[src/rtl/game_pkg.sv]
// rtl/game_pkg.sv - shared game constants and the enemy missile state type.
package game_pkg;

   localparam int          SCREEN_H      = 600;
   localparam int          PLAYER_W      = 64;
   localparam int          PLAYER_H      = 32;
   localparam logic [11:0] MISSILE_COLOR = 12'hF00;

   typedef enum logic [1:0] {
      MS_IDLE = 2'd0,
      MS_FLY  = 2'd1,
      MS_COOL = 2'd2
   } missile_state_e;

endpackage

[src/rtl/box_overlap.sv]
// rtl/box_overlap.sv - combinational test for two half-open rectangles intersecting.
module box_overlap (
   input  logic [10:0] a_x_i,
   input  logic [10:0] a_y_i,
   input  logic [10:0] a_w_i,
   input  logic [10:0] a_h_i,
   input  logic [10:0] b_x_i,
   input  logic [10:0] b_y_i,
   input  logic [10:0] b_w_i,
   input  logic [10:0] b_h_i,
   output logic        overlap_o
);

   // Far edges carry one extra bit so a box near 2047 cannot wrap.
   logic [11:0] a_r, a_b, b_r, b_b;

   assign a_r = {1'b0, a_x_i} + {1'b0, a_w_i};
   assign a_b = {1'b0, a_y_i} + {1'b0, a_h_i};
   assign b_r = {1'b0, b_x_i} + {1'b0, b_w_i};
   assign b_b = {1'b0, b_y_i} + {1'b0, b_h_i};

   assign overlap_o = ({1'b0, a_x_i} < b_r) && ({1'b0, b_x_i} < a_r) &&
                      ({1'b0, a_y_i} < b_b) && ({1'b0, b_y_i} < a_b);

endmodule

[src/rtl/enemy_missile.sv]
// rtl/enemy_missile.sv - enemy missile launch/fly/cooldown FSM with one-cycle overlay render.
// Player collision is built only when ENEMY_MISSILE_COLLISION_EN is defined.
module enemy_missile #(
   parameter int          MISSILE_W = 4,
   parameter int          MISSILE_H = 12,
   parameter int          SPEED     = 4,
   parameter int          SCREEN_H  = game_pkg::SCREEN_H,
   parameter int          COOLDOWN  = 30,
   parameter int          PLAYER_W  = game_pkg::PLAYER_W,
   parameter int          PLAYER_H  = game_pkg::PLAYER_H,
   parameter logic [11:0] COLOR     = game_pkg::MISSILE_COLOR
) (
   input  logic        pclk,
   input  logic        rst,
   input  logic [10:0] vcount_in,
   input  logic [10:0] hcount_in,
   input  logic        vsync_in,
   input  logic        hsync_in,
   input  logic        vblnk_in,
   input  logic        hblnk_in,
   input  logic [11:0] rgb_in,
   input  logic [10:0] en_x_missile,
   input  logic [10:0] en_y_missile,
   input  logic        en_alive,
   input  logic [10:0] xpos_player,
   input  logic [10:0] ypos_player,
   output logic [10:0] vcount_out,
   output logic [10:0] hcount_out,
   output logic        vsync_out,
   output logic        hsync_out,
   output logic        vblnk_out,
   output logic        hblnk_out,
   output logic [11:0] rgb_out,
   output logic        hit,
   output logic        missile_active
);

   import game_pkg::*;

   localparam int          CNT_W     = (COOLDOWN < 2) ? 1 : $clog2(COOLDOWN + 1);
   localparam logic [CNT_W-1:0] COOL_LOAD = CNT_W'(COOLDOWN);
   localparam logic [11:0] SPEED_C   = 12'(SPEED);
   localparam logic [11:0] SCREEN_C  = 12'(SCREEN_H);
   localparam logic [11:0] MW_C      = 12'(MISSILE_W);
   localparam logic [11:0] MH_C      = 12'(MISSILE_H);

   missile_state_e   state_q, state_d;
   logic [10:0]      x_q, x_d, y_q, y_d;
   logic [CNT_W-1:0] cnt_q, cnt_d;
   logic             hit_q, hit_d;
   logic             vsync_prev_q;
   logic             frame_tick;
   logic             overlap;
   logic [11:0]      y_next;

   logic [10:0]      vcount_q, hcount_q;
   logic             vsync_q, hsync_q, vblnk_q, hblnk_q;
   logic [11:0]      rgb_q, rgb_d;
   logic             pix_on;

   assign frame_tick = vsync_in && !vsync_prev_q;
   assign y_next     = {1'b0, y_q} + SPEED_C;

`ifdef ENEMY_MISSILE_COLLISION_EN
   box_overlap u_player_hit (
      .a_x_i     (x_q),
      .a_y_i     (y_q),
      .a_w_i     (11'(MISSILE_W)),
      .a_h_i     (11'(MISSILE_H)),
      .b_x_i     (xpos_player),
      .b_y_i     (ypos_player),
      .b_w_i     (11'(PLAYER_W)),
      .b_h_i     (11'(PLAYER_H)),
      .overlap_o (overlap)
   );
`else
   logic unused_player;
   assign unused_player = ^{xpos_player, ypos_player};
   assign overlap       = 1'b0;
`endif

   always_comb begin
      state_d = state_q;
      x_d     = x_q;
      y_d     = y_q;
      cnt_d   = cnt_q;
      hit_d   = 1'b0;
      if (frame_tick) begin
         case (state_q)
            MS_IDLE: begin
               if (en_alive) begin
                  x_d     = en_x_missile;
                  y_d     = en_y_missile;
                  state_d = MS_FLY;
               end
            end
            MS_FLY: begin
               // Hit wins over a bottom exit on the same frame.
               if (overlap) begin
                  hit_d   = 1'b1;
                  state_d = MS_COOL;
                  cnt_d   = COOL_LOAD;
               end else if (y_next >= SCREEN_C) begin
                  state_d = MS_COOL;
                  cnt_d   = COOL_LOAD;
               end else begin
                  y_d = y_next[10:0];
               end
            end
            MS_COOL: begin
               if (cnt_q <= CNT_W'(1)) begin
                  state_d = MS_IDLE;
                  cnt_d   = '0;
               end else begin
                  cnt_d = cnt_q - CNT_W'(1);
               end
            end
            default: state_d = MS_IDLE;
         endcase
      end
   end

   always_comb begin
      pix_on = (state_q == MS_FLY) &&
               ({1'b0, hcount_in} >= {1'b0, x_q}) && ({1'b0, hcount_in} < ({1'b0, x_q} + MW_C)) &&
               ({1'b0, vcount_in} >= {1'b0, y_q}) && ({1'b0, vcount_in} < ({1'b0, y_q} + MH_C)) &&
               ({1'b0, vcount_in} < SCREEN_C) && !hblnk_in && !vblnk_in;
      rgb_d  = pix_on ? COLOR : rgb_in;
   end

   always_ff @(posedge pclk) begin
      if (!rst) begin
         state_q      <= MS_IDLE;
         x_q          <= '0;
         y_q          <= '0;
         cnt_q        <= '0;
         hit_q        <= 1'b0;
         vsync_prev_q <= 1'b0;
         vcount_q     <= '0;
         hcount_q     <= '0;
         vsync_q      <= 1'b0;
         hsync_q      <= 1'b0;
         vblnk_q      <= 1'b0;
         hblnk_q      <= 1'b0;
         rgb_q        <= '0;
      end else begin
         state_q      <= state_d;
         x_q          <= x_d;
         y_q          <= y_d;
         cnt_q        <= cnt_d;
         hit_q        <= hit_d;
         vsync_prev_q <= vsync_in;
         vcount_q     <= vcount_in;
         hcount_q     <= hcount_in;
         vsync_q      <= vsync_in;
         hsync_q      <= hsync_in;
         vblnk_q      <= vblnk_in;
         hblnk_q      <= hblnk_in;
         rgb_q        <= rgb_d;
      end
   end

   assign vcount_out     = vcount_q;
   assign hcount_out     = hcount_q;
   assign vsync_out      = vsync_q;
   assign hsync_out      = hsync_q;
   assign vblnk_out      = vblnk_q;
   assign hblnk_out      = hblnk_q;
   assign rgb_out        = rgb_q;
   assign hit            = hit_q;
   assign missile_active = (state_q == MS_FLY);

endmodule

[config.mk]
export PLATFORM = sky130hd
export DESIGN_NAME = enemy_missile
export DESIGN_NICKNAME = d
export VERILOG_FILES = /design/src/rtl/game_pkg.sv /design/src/rtl/box_overlap.sv /design/src/rtl/enemy_missile.sv
export SDC_FILE = /design/constraint.sdc
export NUM_CORES = 1
export LEC_CHECK = 0
export ABC_CLOCK_PERIOD_IN_PS = 2810
export BUFFER_PORTS_ARGS = -buffer_cell sky130_fd_sc_hd__buf_4
export CAP_MARGIN = 20
export CORE_ASPECT_RATIO = 1.5
export CORE_MARGIN = 3
export CORE_UTILIZATION = 46
export DETAILED_ROUTE_END_ITERATION = 7
export HOLD_SLACK_MARGIN = 0.03
export PLACE_DENSITY_LB_ADDON = 0.1
export SLEW_MARGIN = 20
export SYNTH_ARGS = -nofsm -noshare
export SYNTH_HDL_FRONTEND = slang
export SYNTH_SLANG_ARGS = --single-unit
[constraint.sdc]
create_clock -name pclk -period 2.81 [get_ports pclk]
set_clock_uncertainty 0.1 [all_clocks]
set_input_delay 0.281 -clock pclk [delete_from_list [all_inputs] [get_ports pclk]]
set_output_delay 0.281 -clock pclk [all_outputs]
set_load 0.02 [all_outputs]
==> results.sh, run 1 <==
export IMPL_ys_warn_count=0
export IMPL_htree_levels=3
export IMPL_grt_setup_unrepaired="true"
export IMPL_cp_arrival_ns=2.84
export IMPL_synth_async_sr_flop_share=0
export IMPL_globalRouteMet2Util=0.426
export IMPL_synth_area_per_cell_sq_um=8.54
export IMPL_ys_flop_type="sky130_fd_sc_hd__dfxtp_1"
export IMPL_required_ns=2.94
export IMPL_cts_root_buf="sky130_fd_sc_hd__clkbuf_16"
export IMPL_synth_enable_flop_cells=0
export IMPL_clock_insertion_delay_worst_skew_ns=0.33
export IMPL_fmaxAchievable_mhz=368
export IMPL_irDropWorstVdd_mv=0.431
export IMPL_die_height_um=119
export IMPL_seq_area_frac_synth=0.343
export IMPL_r2r_start="x_q[3]"
export IMPL_timing_critical_path_from_type="flop"
export IMPL_route_detailed_vias_per_inst=5.47
export IMPL_gr_total_overflow=0
export IMPL_net_load_switching_power_uw=745
export IMPL_setup_crit_end="rgb_out[0]"
export IMPL_maxCapViolCount=0
export IMPL_synthDominantCellAreaShare=0.343
export IMPL_area_growth_from_synthesis_to_layout_pct=36.3
export IMPL_drtAntennaViolNets=0
export IMPL_drt_drc_violations_left=0
export IMPL_power_per_cell_area_nw_per_um2=520
export IMPL_crit_path_max_incr_delay_ns=0.37
export IMPL_groute_usage_overall=0.229
export IMPL_cp_startpoint="x_q[3]"
export IMPL_clkSlewWorstSetupHoldPaths_ns=0.06
export IMPL_hold_viol=0
export IMPL_cts_tree="done"
export IMPL_critPathKind="reg2reg"
export IMPL_floorplan_initialDensity=0.479
export IMPL_cpMaxStageDelayCell="sky130_fd_sc_hd__nor4b_2"
export IMPL_ffs_latches_synth=67
export IMPL_power_combinational_fraction=0.193
export IMPL_fp_row_count=40
export IMPL_r2r_end="rgb_out[0]"
export IMPL_synth_top_cells_by_area="sky130_fd_sc_hd__dfxtp_1 (34%), sky130_fd_sc_hd__ha_1 (15%), sky130_fd_sc_hd__and2_1 (5.3%)"
export IMPL_grt_max_degree=38
export IMPL_power_switching_fraction=0.269
export IMPL_fp_dieW_um=81.3
export IMPL_detailedRoute_firstIterationViolations=125
export IMPL_post_route_cells_drive_above_1_share=0.308
export IMPL_first_global_vias=3745
export IMPL_setup_viol=0
export IMPL_power_total_uw=2770
export IMPL_design_portCount=125
export IMPL_clockBufferDepth=2
export IMPL_antenna_found_initial=0
export IMPL_groute_layer_met3_usage=0.0484
export IMPL_mappedNetlistArea_sq_um=3910
export IMPL_worst_hold_path_type="in2reg"
export IMPL_vias=3758
export IMPL_gp_routability_congestion=0.945
export IMPL_synth_top_area_cell="sky130_fd_sc_hd__dfxtp_1"
export IMPL_syn_num_nets=589
export IMPL_post_route_cell_area_sq_um=5330
export IMPL_drt_pass1_iter_count=4
export IMPL_drt_wl_total_mm=10.8
export IMPL_final_setup_tns_ns=0
export IMPL_clockPowerShare=0.434
export IMPL_worst_slew_pin_transition_ns=0.676
export IMPL_leakage_uw=0.00230
export IMPL_globalRouteMet1Util=0.228
export IMPL_power_share_sequential=0.372
export IMPL_finalMaxSlewViolations=0
export IMPL_netlist_instances=458
export IMPL_period_minus_slack_ns=2.72
export IMPL_cts_buffers=9
export IMPL_design_core_area_sq_um=8160
export IMPL_placed_cell_area_sq_um=4840
export IMPL_crit_chain="and3_4 -> nand3_4 -> nor3_4 -> xnor2_1 -> ha_1 -> a21o_1 -> a21oi_2 -> o22ai_2 -> nor4b_2 -> a41oi_2 -> and2_1"
export IMPL_antennaDiodeCount=0
export IMPL_synth_most_common_cell="sky130_fd_sc_hd__dfxtp_1"
export IMPL_global_route_peak_usage_layer="met2"
export IMPL_ff2ff_path_depth=11
export IMPL_internal_power_uw=2030
export IMPL_final_critical_path_setup_slack_ns=0.0915
export IMPL_dp_slack_ns=-0.0589
export IMPL_dp_hpwl_mm=8.18
export IMPL_final_period_utilization=0.967
export IMPL_cts_sink_count=67
export IMPL_count_of_unique_library_cells_instantiated_by_yosys=57
export IMPL_n_fill_cell=746
export IMPL_wl_per_cell_um=15.8
export IMPL_cts_hold_buffers_added=0
export IMPL_num_nets_final=708
export IMPL_reg2reg_setup_slack_ns=0.09
export IMPL_end_kind="flop"
export IMPL_timing_critical_path_fanout_max=8
export IMPL_ys_top_cells_by_count="sky130_fd_sc_hd__dfxtp_1 (67), sky130_fd_sc_hd__ha_1 (46), sky130_fd_sc_hd__nand2_1 (41)"
export IMPL_outcome="complete, no violations"
export IMPL_design_die_area_sq_um=9670
export IMPL_max_slew_margin_rel=0.549
export IMPL_io_buffers=101
export IMPL_grt_pass1_wl_mm=17.0
-- worst min path at each step --
stage / start / to / slack [ns] / cells past startpoint
after global placement: x_q[1] / x_q[1] / 0.35 / 2
after global routing: rgb_in[5] / rgb_out[5] / 0.05 / 2
after floorplan: hblnk_in / hblnk_out / 0.30 / 1
final: rgb_in[5] / rgb_out[5] / 0.05 / 2
after CTS: rgb_in[5] / rgb_out[5] / 0.03 / 2
after detailed placement: x_q[0] / x_q[0] / 0.35 / 2
-- power by group through the flow --
stage / logic (uW) / registers, uW / clock network, uW
2_1_floorplan: 265 / 1080 / 0
3_3_place_gp: 497 / 1050 / 0
3_5_place_dp: 509 / 1050 / 0
4_1_cts: 517 / 1030 / 1230
5_1_grt: 591 / 1040 / 1270
6_report: 536 / 1030 / 1200
-- flip-flops by register name, indices dropped and copies added (netlist names) --
| name | cells |
|---|---|
| hsync_out | 1 |
| vsync_out | 1 |
| x_q | 11 |
| rgb_out | 12 |
| cnt_q | 5 |
| vcount_out | 11 |
| hblnk_out | 1 |
| hcount_out | 11 |
| y_q | 11 |
| vblnk_out | 1 |
| state_q | 2 |
-- stage by stage --
stage,hold slack [ns],cells,util
2_1_floorplan,0.303,458,-
3_3_place_gp,0.346,665,0.594
3_5_place_dp,0.354,665,0.594
4_1_cts,0.0329,681,0.633
5_1_grt,0.0460,687,0.654
6_report,0.0537,687,0.654
-- placed cells by master, fill, tap and decap left out, types with 3 or more instances in the layout --
| cell | count |
|---|---|
| sky130_fd_sc_hd__buf_4 | 127 |
| sky130_fd_sc_hd__dfxtp_1 | 61 |
| sky130_fd_sc_hd__ha_1 | 44 |
| sky130_fd_sc_hd__nand2_1 | 40 |
| sky130_fd_sc_hd__a21oi_1 | 35 |
| sky130_fd_sc_hd__inv_1 | 33 |
| sky130_fd_sc_hd__and2_1 | 33 |
| sky130_fd_sc_hd__nor2_1 | 24 |
| sky130_fd_sc_hd__o21ai_0 | 17 |
| sky130_fd_sc_hd__xnor2_1 | 15 |
| sky130_fd_sc_hd__nand3_1 | 13 |
| sky130_fd_sc_hd__clkbuf_16 | 9 |
| sky130_fd_sc_hd__nand4_1 | 8 |
| sky130_fd_sc_hd__nor3_1 | 7 |
| sky130_fd_sc_hd__nor2b_1 | 7 |
| sky130_fd_sc_hd__nor4_1 | 6 |
| sky130_fd_sc_hd__a32o_1 | 6 |
| sky130_fd_sc_hd__nand2b_1 | 4 |
| sky130_fd_sc_hd__o31ai_1 | 4 |
| sky130_fd_sc_hd__a211oi_1 | 4 |
| sky130_fd_sc_hd__o22ai_1 | 4 |
| sky130_fd_sc_hd__and3_1 | 4 |
| sky130_fd_sc_hd__dfxtp_2 | 4 |
| sky130_fd_sc_hd__nor2_2 | 3 |
| sky130_fd_sc_hd__o2111ai_1 | 3 |
| sky130_fd_sc_hd__a21o_1 | 3 |
| sky130_fd_sc_hd__o32ai_1 | 3 |
| sky130_fd_sc_hd__clkinv_2 | 3 |
-- metal layers --
layer  wire length [um]  up-vias
li1                   -     1849
met1               3960     1768
met2               5980      111
met3                496       30
met4                393        0
met5                  0        -
-- cell families (layout without fill, tap and decap cells) --
family,Yosys count,in the layout,share of synthesized area
AOI/OAI and AO/OA,104,104,0.183
xor gates and xnor gates,17,17,0.0381
adders and majority gates,46,46,0.147
buffers and inverters,55,179,0.0637
DFF,67,67,0.343
muxes,1,1,0.00256
other,1,1,0.000959
and+or+nand+nor,167,167,0.221
-- critical path: cells and delay by family (launching register included) --
family,cells,cell delay (ns)
compound gates,4,0.66
fa+ha+maj,1,0.32
flops,1,0.36
simple gates,5,1.08
xor+xnor,1,0.09
-- what timing repair did --
item                                    CTS  global route
buffers inserted                          0             6
endpoints found under the setup margin    9            14
endpoints found under the hold margin     0             0
pin swaps                                 2            25
gates resized for setup                   1            32
-- area by class of cell --
type | count | area (sq um) | share of cell area
multi-input cells | 336 | 2430 | 0.455
well taps | 105 | 131 | 0.0246
repair buffers | 129 | 976 | 0.183
flip-flops and latches | 67 | 1350 | 0.254
clock inverters | 7 | 91.3 | 0.0171
inverters | 34 | 128 | 0.0239
clock buffers | 9 | 225 | 0.0422
Note: power is estimated with default switching activity, not from simulation.
==> inputs of run 2 (changes only) <==
- ABC_AREA: unset -> 1
- CELL_PAD_IN_SITES_DETAIL_PLACEMENT: unset -> 1
- CELL_PAD_IN_SITES_GLOBAL_PLACEMENT: unset -> 2
- CORE_UTILIZATION: 46 -> 25
==> run 2 against run 1 <==
Against the previous run:
- via count is 2.1% higher
- power up 7.6%
- area after synthesis grew 0.48%
- count of clock-buffer cells in the layout rose by 3
==> results.sh, run 2 <==
export IMPL_die_height_um=160
export IMPL_vias=3836
export IMPL_timing_critical_path_from_type="flop"
export IMPL_global_route_peak_usage_layer="met2"
export IMPL_r2r_start="y_q[3]"
export IMPL_maxCapViolCount=0
export IMPL_finalCoreUtilization=0.348
export IMPL_synth_enable_flop_cells=0
export IMPL_floorplan_initialDensity=0.257
export IMPL_synth_most_common_cell="sky130_fd_sc_hd__nand2_1"
export IMPL_ys_warn_count=0
export IMPL_cts_root_buf="sky130_fd_sc_hd__clkbuf_16"
export IMPL_netlist_instances=565
export IMPL_finalMaxSlewViolations=0
export IMPL_cp_arrival_ns=2.64
export IMPL_irDropWorstVdd_mv=0.302
export IMPL_mappedNetlistArea_sq_um=3930
export IMPL_gr_total_overflow=0
export IMPL_layout_common_cells="sky130_fd_sc_hd__nand2_1 (141), sky130_fd_sc_hd__buf_4 (108), sky130_fd_sc_hd__inv_1 (87), sky130_fd_sc_hd__dfxtp_1 (67), sky130_fd_sc_hd__nor2_1 (66)"
export IMPL_design_core_area_sq_um=15300
export IMPL_gp_routability_congestion=0.834
export IMPL_power_per_cell_area_nw_per_um2=560
export IMPL_drtAntennaViolNets=0
export IMPL_instances_no_fill=878
export IMPL_hold_slack_final_ns=0.0485
export IMPL_seq_area_frac_synth=0.341
export IMPL_synthDominantCellAreaShare=0.341
export IMPL_drt_pass1_iter_count=4
export IMPL_fp_row_count=55
export IMPL_post_route_cell_area_sq_um=5320
export IMPL_end_kind="flop"
export IMPL_dp_hpwl_mm=9.92
export IMPL_cts_buffers=9
export IMPL_period_minus_slack_ns=2.49
export IMPL_drt_drc_violations_left=0
export IMPL_groute_usage_overall=0.148
export IMPL_antennaDiodeCount=0
export IMPL_grt_pass1_wl_mm=20.0
export IMPL_antenna_found_initial=0
export IMPL_syn_num_nets=696
export IMPL_fp_dieW_um=108
export IMPL_critPathKind="reg2reg"
export IMPL_clkSlewWorstSetupHoldPaths_ns=0.06
export IMPL_setup_viol=0
export IMPL_clockBufferDepth=2
export IMPL_synth_area_per_cell_sq_um=6.96
export IMPL_area_growth_from_synthesis_to_layout_pct=35.3
export IMPL_outcome="complete, no violations"
export IMPL_count_of_unique_library_cells_instantiated_by_yosys=30
export IMPL_first_global_vias=4191
export IMPL_groute_layer_met3_usage=0.0308
export IMPL_globalRouteMet2Util=0.287
export IMPL_design_die_area_sq_um=17300
export IMPL_ys_top_cells_by_count="sky130_fd_sc_hd__nand2_1 (142), sky130_fd_sc_hd__inv_1 (87), sky130_fd_sc_hd__dfxtp_1 (67), sky130_fd_sc_hd__nor2_1 (67), sky130_fd_sc_hd__ha_1 (46)"
export IMPL_final_period_utilization=0.885
export IMPL_synth_async_sr_flop_share=0
export IMPL_fmaxAchievable_mhz=402
export IMPL_largest_reg_flops=12
export IMPL_detailedRoute_firstIterationViolations=48
export IMPL_grt_max_degree=45
export IMPL_drt_wl_total_mm=12.1
export IMPL_clock_insertion_delay_worst_skew_ns=0.33
export IMPL_cp_startpoint="y_q[3]"
export IMPL_layout_cells_most_common="sky130_fd_sc_hd__nand2_1"
export IMPL_io_buffers=101
export IMPL_globalRouteMet1Util=0.151
export IMPL_synth_top_area_cell="sky130_fd_sc_hd__dfxtp_1"
export IMPL_worst_hold_path_type="in2reg"
export IMPL_placed_cell_area_sq_um=4940
export IMPL_cts_tree="done"
export IMPL_placed_cells=860
export IMPL_wl_per_cell_um=13.8
export IMPL_final_setup_tns_ns=0
export IMPL_leakage_uw=0.00274
export IMPL_hold_viol=0
export IMPL_htree_levels=3
export IMPL_timing_critical_path_fanout_max=5
export IMPL_ys_flop_type="sky130_fd_sc_hd__dfxtp_1"
export IMPL_grt_setup_unrepaired="false"
export IMPL_design_portCount=125
export IMPL_required_ns=2.97
export IMPL_route_detailed_vias_per_inst=4.37
export IMPL_num_nets_final=805
export IMPL_cts_sink_count=67
export IMPL_post_route_cells_drive_above_1_share=0.203
export IMPL_synth_top_cells_by_area="sky130_fd_sc_hd__dfxtp_1 (34%), sky130_fd_sc_hd__ha_1 (15%), sky130_fd_sc_hd__nand2_1 (14%)"
export IMPL_ffs_latches_synth=67
export IMPL_worst_hold_startpoint="vcount_in[0]"
run 2: cell types whose count changed after synthesis, sizes merged, moves of 6 or more:
cell   previous run  this run
xnor2            15         2
and2             33         0
o21ai            17        31
xor2              2        16
nor2b             7         0
inv              34        92
and3              6         0
nand2            41       145
nor4              6         0
nor2             28        68
buf              11         3
a32o              6         0
run 2: worst max-delay path: stages (launching register included):
cell and delay (ns):
sky130_fd_sc_hd__dfxtp_1 0.39, sky130_fd_sc_hd__inv_1 0.13, sky130_fd_sc_hd__ha_1 0.26, sky130_fd_sc_hd__nor2_2 0.18, sky130_fd_sc_hd__xor2_1 0.17, sky130_fd_sc_hd__ha_1 0.24, sky130_fd_sc_hd__nand2_1 0.09, sky130_fd_sc_hd__nor2_1 0.07
sky130_fd_sc_hd__nor3_2 0.13, sky130_fd_sc_hd__a21oi_1 0.09, sky130_fd_sc_hd__nor2_1 0.13, sky130_fd_sc_hd__nand3_2 0.13, sky130_fd_sc_hd__buf_4 0.18, sky130_fd_sc_hd__a21oi_1 0.12
run 2: per-layer routing:
layer  up-vias  wire, um
met2        59      6830
met3        14       430
met5         -         0
met1      1776      4590
met4         0       242
li1       1987         -
run 2: final cells by class:
cell class              instances  area (sq um)
clock buffers                  12           246
flip-flops and latches         67          1340
inverters                      92           345
repair buffers                110           831
clock inverters                 4          97.6
multi-input cells             394          2210
fillers                      1965          9960
well taps                     199           249
run 2: what timing repair did:
action / in CTS / in global routing
endpoints found under the setup margin: 0 / 12
buffers inserted: 0 / 0
resized for setup: 0 / 4
endpoints found under the hold margin: 2 / 0
hold buffers: 2 / 0
run 2: path summary, 6_finish.rpt:
check                   to  slack [ns]  cells after the start
min          vcount_out[0]        0.05                      3
min reg2reg         x_q[1]        0.36                      2
max            rgb_out[10]        0.32                     13
max reg2reg    rgb_out[10]        0.32                     13
run 2: kinds of logic (layout without fill, tap and decap cells):
family / count (synthesis) / in the layout / synth area share
AO/OA/AOI/OAI: 80 / 80 / 0.106
XOR/XNOR: 18 / 18 / 0.0401
adder cells (fa/ha/maj): 46 / 46 / 0.146
buffers and inverters: 104 / 218 / 0.101
flip-flops: 67 / 67 / 0.341
multiplexers: 1 / 1 / 0.00255
other: 1 / 1 / 0.000954
AND/OR/NAND/NOR: 248 / 248 / 0.262
run 2: through the flow:
step                      worst slack (ns)  power, uW
final                                0.322       2980
after global placement               0.243       1680
after floorplan                      0.542       1440
after detailed placement            0.0884       1700
after global routing                0.0103       3190
after CTS                           0.0649       3050
run 2: power by group:
| group | switching [uW] | internal [uW] |
|---|---|---|
| clock | 423 | 892 |
| sequential | 35.1 | 1010 |
| combinational | 357 | 263 |
==> inputs of run 3 (changes only) <==
- ABC_CLOCK_PERIOD_IN_PS: 2810 -> 3200
- CORE_ASPECT_RATIO: 1.5 -> unset
- CORE_UTILIZATION: 25 -> 29
- clock period: 2.81 -> 3.2 ns (I/O delays scaled with it)
==> run 3 against run 2 <==
Against the previous run:
- critical path depth did not move
- count of clock-buffer cells in the layout decreased by 1
- utilization up 5.2 points
- die area decreased by 13%
- sequential cell count unchanged
- design area fell by 2.8%
- register-to-register slack improved by 0.14 ns
- via count fell by 1.3%
- power is 18% lower
- highest routed layer unchanged
==> results.sh, run 3 (synthesis gave the netlist of run 2 again) <==
export IMPL_final_setup_tns_ns=0
export IMPL_fp_dieW_um=122
export IMPL_critPathKind="reg2reg"
export IMPL_cts_hold_buffers_added=0
export IMPL_maxCapViolCount=0
export IMPL_final_seq_area_sq_um=1340
export IMPL_finalCoreUtilization=0.400
export IMPL_layout_common_cells="sky130_fd_sc_hd__nand2_1 (142), sky130_fd_sc_hd__buf_4 (104), sky130_fd_sc_hd__inv_1 (87), sky130_fd_sc_hd__nor2_1 (67), sky130_fd_sc_hd__dfxtp_1 (67)"
export IMPL_power_share_sequential=0.376
export IMPL_n_fill_cell=1655
export IMPL_cts_tree="done"
export IMPL_timing_critical_path_fanout_max=8
export IMPL_worst_slew_pin_transition_ns=0.922
export IMPL_detailedRoute_firstIterationViolations=100
export IMPL_clockBufferDepth=2
export IMPL_post_route_cells_drive_above_1_share=0.193
export IMPL_power_total_uw=2450
export IMPL_fp_row_count=41
export IMPL_gr_total_overflow=0
export IMPL_grt_pass1_wl_mm=18.8
export IMPL_clock_insertion_delay_worst_skew_ns=0.34
export IMPL_dp_hpwl_mm=9.12
export IMPL_drt_pass1_iter_count=4
export IMPL_worst_hold_path_type="in2reg"
export IMPL_cts_sink_count=67
export IMPL_final_period_utilization=0.854
export IMPL_num_nets_final=799
export IMPL_cts_repair_resized=0
export IMPL_htree_levels=3
export IMPL_irDropWorstVdd_mv=0.232
export IMPL_dp_slack_ns=0.408
export IMPL_cts_root_buf="sky130_fd_sc_hd__clkbuf_16"
export IMPL_max_slew_margin_rel=0.381
export IMPL_cp_arrival_ns=2.85
export IMPL_wl_per_cell_um=13.5
export IMPL_grt_setup_unrepaired="false"
export IMPL_cts_buffers=9
export IMPL_antenna_found_initial=0
export IMPL_power_switching_fraction=0.297
export IMPL_required_ns=3.32
export IMPL_setup_viol=0
export IMPL_die_height_um=122
export IMPL_design_portCount=125
export IMPL_antennaDiodeCount=0
export IMPL_drtAntennaViolNets=0
export IMPL_final_critical_path_setup_slack_ns=0.466
export IMPL_leakage_uw=0.00268
export IMPL_design_die_area_sq_um=15000
export IMPL_drt_drc_violations_left=0
export IMPL_timing_critical_path_from_type="flop"
export IMPL_area_of_the_multi_input_gates_sq_um=2190
export IMPL_route_detailed_vias_per_inst=4.48
export IMPL_clockPowerShare=0.407
export IMPL_design_core_area_sq_um=12900
export IMPL_clkSlewWorstSetupHoldPaths_ns=0.06
export IMPL_grt_max_degree=54
export IMPL_first_global_vias=3913
export IMPL_period_minus_slack_ns=2.73
export IMPL_area_growth_from_synthesis_to_layout_pct=31.6
export IMPL_outcome="complete, no violations"
export IMPL_layout_cells_most_common="sky130_fd_sc_hd__nand2_1"
export IMPL_power_per_cell_area_nw_per_um2=473
export IMPL_io_buffers=101
export IMPL_largest_reg_flops=12
export IMPL_gp_routability_congestion=0.778
export IMPL_drt_wl_total_mm=11.4
export IMPL_end_kind="flop"
export IMPL_net_load_switching_power_uw=728
export IMPL_power_combinational_fraction=0.217
export IMPL_groute_usage_overall=0.160
export IMPL_finalMaxSlewViolations=0
export IMPL_reg2reg_setup_slack_ns=0.47
export IMPL_internal_power_uw=1720
export IMPL_fmaxAchievable_mhz=366
export IMPL_hold_viol=0
export IMPL_vias=3785
export IMPL_floorplan_initialDensity=0.304
export IMPL_post_cts_buffers=0
[run 3: cell types whose count changed in the layout (fill, tap and decap cells not counted), sizes merged]
cell,previous run,this run
bufinv,3,1
buf,108,104
clkbuf,12,11
dlygate4sd3,2,0
clkinv,0,1
clkinvlp,1,2
inv,92,93
[run 3: area by class of cell]
type                       instances  area share
clock inverter                     5      0.0121
tap                              172      0.0416
inverter                          92      0.0668
timing repair buffer             104       0.151
sequential                        67       0.259
multi-input combinational        394       0.424
clock buffer                      11      0.0450
[run 3: worst paths after layout]
path                 start    endpoint  cells past startpoint
setup / recovery    y_q[3]  rgb_out[6]                     13
hold / removal    vsync_in   vsync_out                      3
setup reg to reg    y_q[3]  rgb_out[6]                     13
hold reg to reg   cnt_q[3]    cnt_q[3]                      2
[run 3: worst max-delay path, stage by stage, from the launching register on]
cell and delay (ns):
sky130_fd_sc_hd__dfxtp_1 0.39, sky130_fd_sc_hd__inv_1 0.14, sky130_fd_sc_hd__ha_1 0.25, sky130_fd_sc_hd__nor2_1 0.23, sky130_fd_sc_hd__xor2_1 0.20, sky130_fd_sc_hd__ha_1 0.25
sky130_fd_sc_hd__nand2_1 0.08, sky130_fd_sc_hd__nor2_1 0.05, sky130_fd_sc_hd__nor3_1 0.15, sky130_fd_sc_hd__a21oi_1 0.10, sky130_fd_sc_hd__nor2_1 0.10, sky130_fd_sc_hd__nand3_1 0.22
sky130_fd_sc_hd__nand2_1 0.30, sky130_fd_sc_hd__nor2_1 0.07
[run 3: power by group through the flow]
| stage | clock network, uW | registers [uW] | logic (uW) |
|---|---|---|---|
| floorplan | 0 | 964 | 301 |
| global placement | 0 | 938 | 524 |
| detailed placement | 0 | 938 | 542 |
| CTS | 1040 | 921 | 545 |
| global route | 1080 | 926 | 614 |
| finish | 996 | 920 | 531 |
[run 3: per-stage QoR]
step	hold WS [ns]	instance area [sq um]	std cells
after floorplan	0.313	3930	565
after global placement	0.369	4880	829
after detailed placement	0.393	4880	829
after CTS	0.0539	5170	845
after global routing	0.0578	5170	845
final	0.0668	5170	845
[run 3: routing by layer]
| metal | vias up | track usage | wire, um |
|---|---|---|---|
| met5 | - | 0 | 0 |
| met4 | 0 | 0.0609 | 195 |
| met3 | 12 | 0.0521 | 655 |
| met2 | 79 | 0.266 | 5470 |
| met1 | 1723 | 0.192 | 5050 |
| li1 | 1971 | - | - |
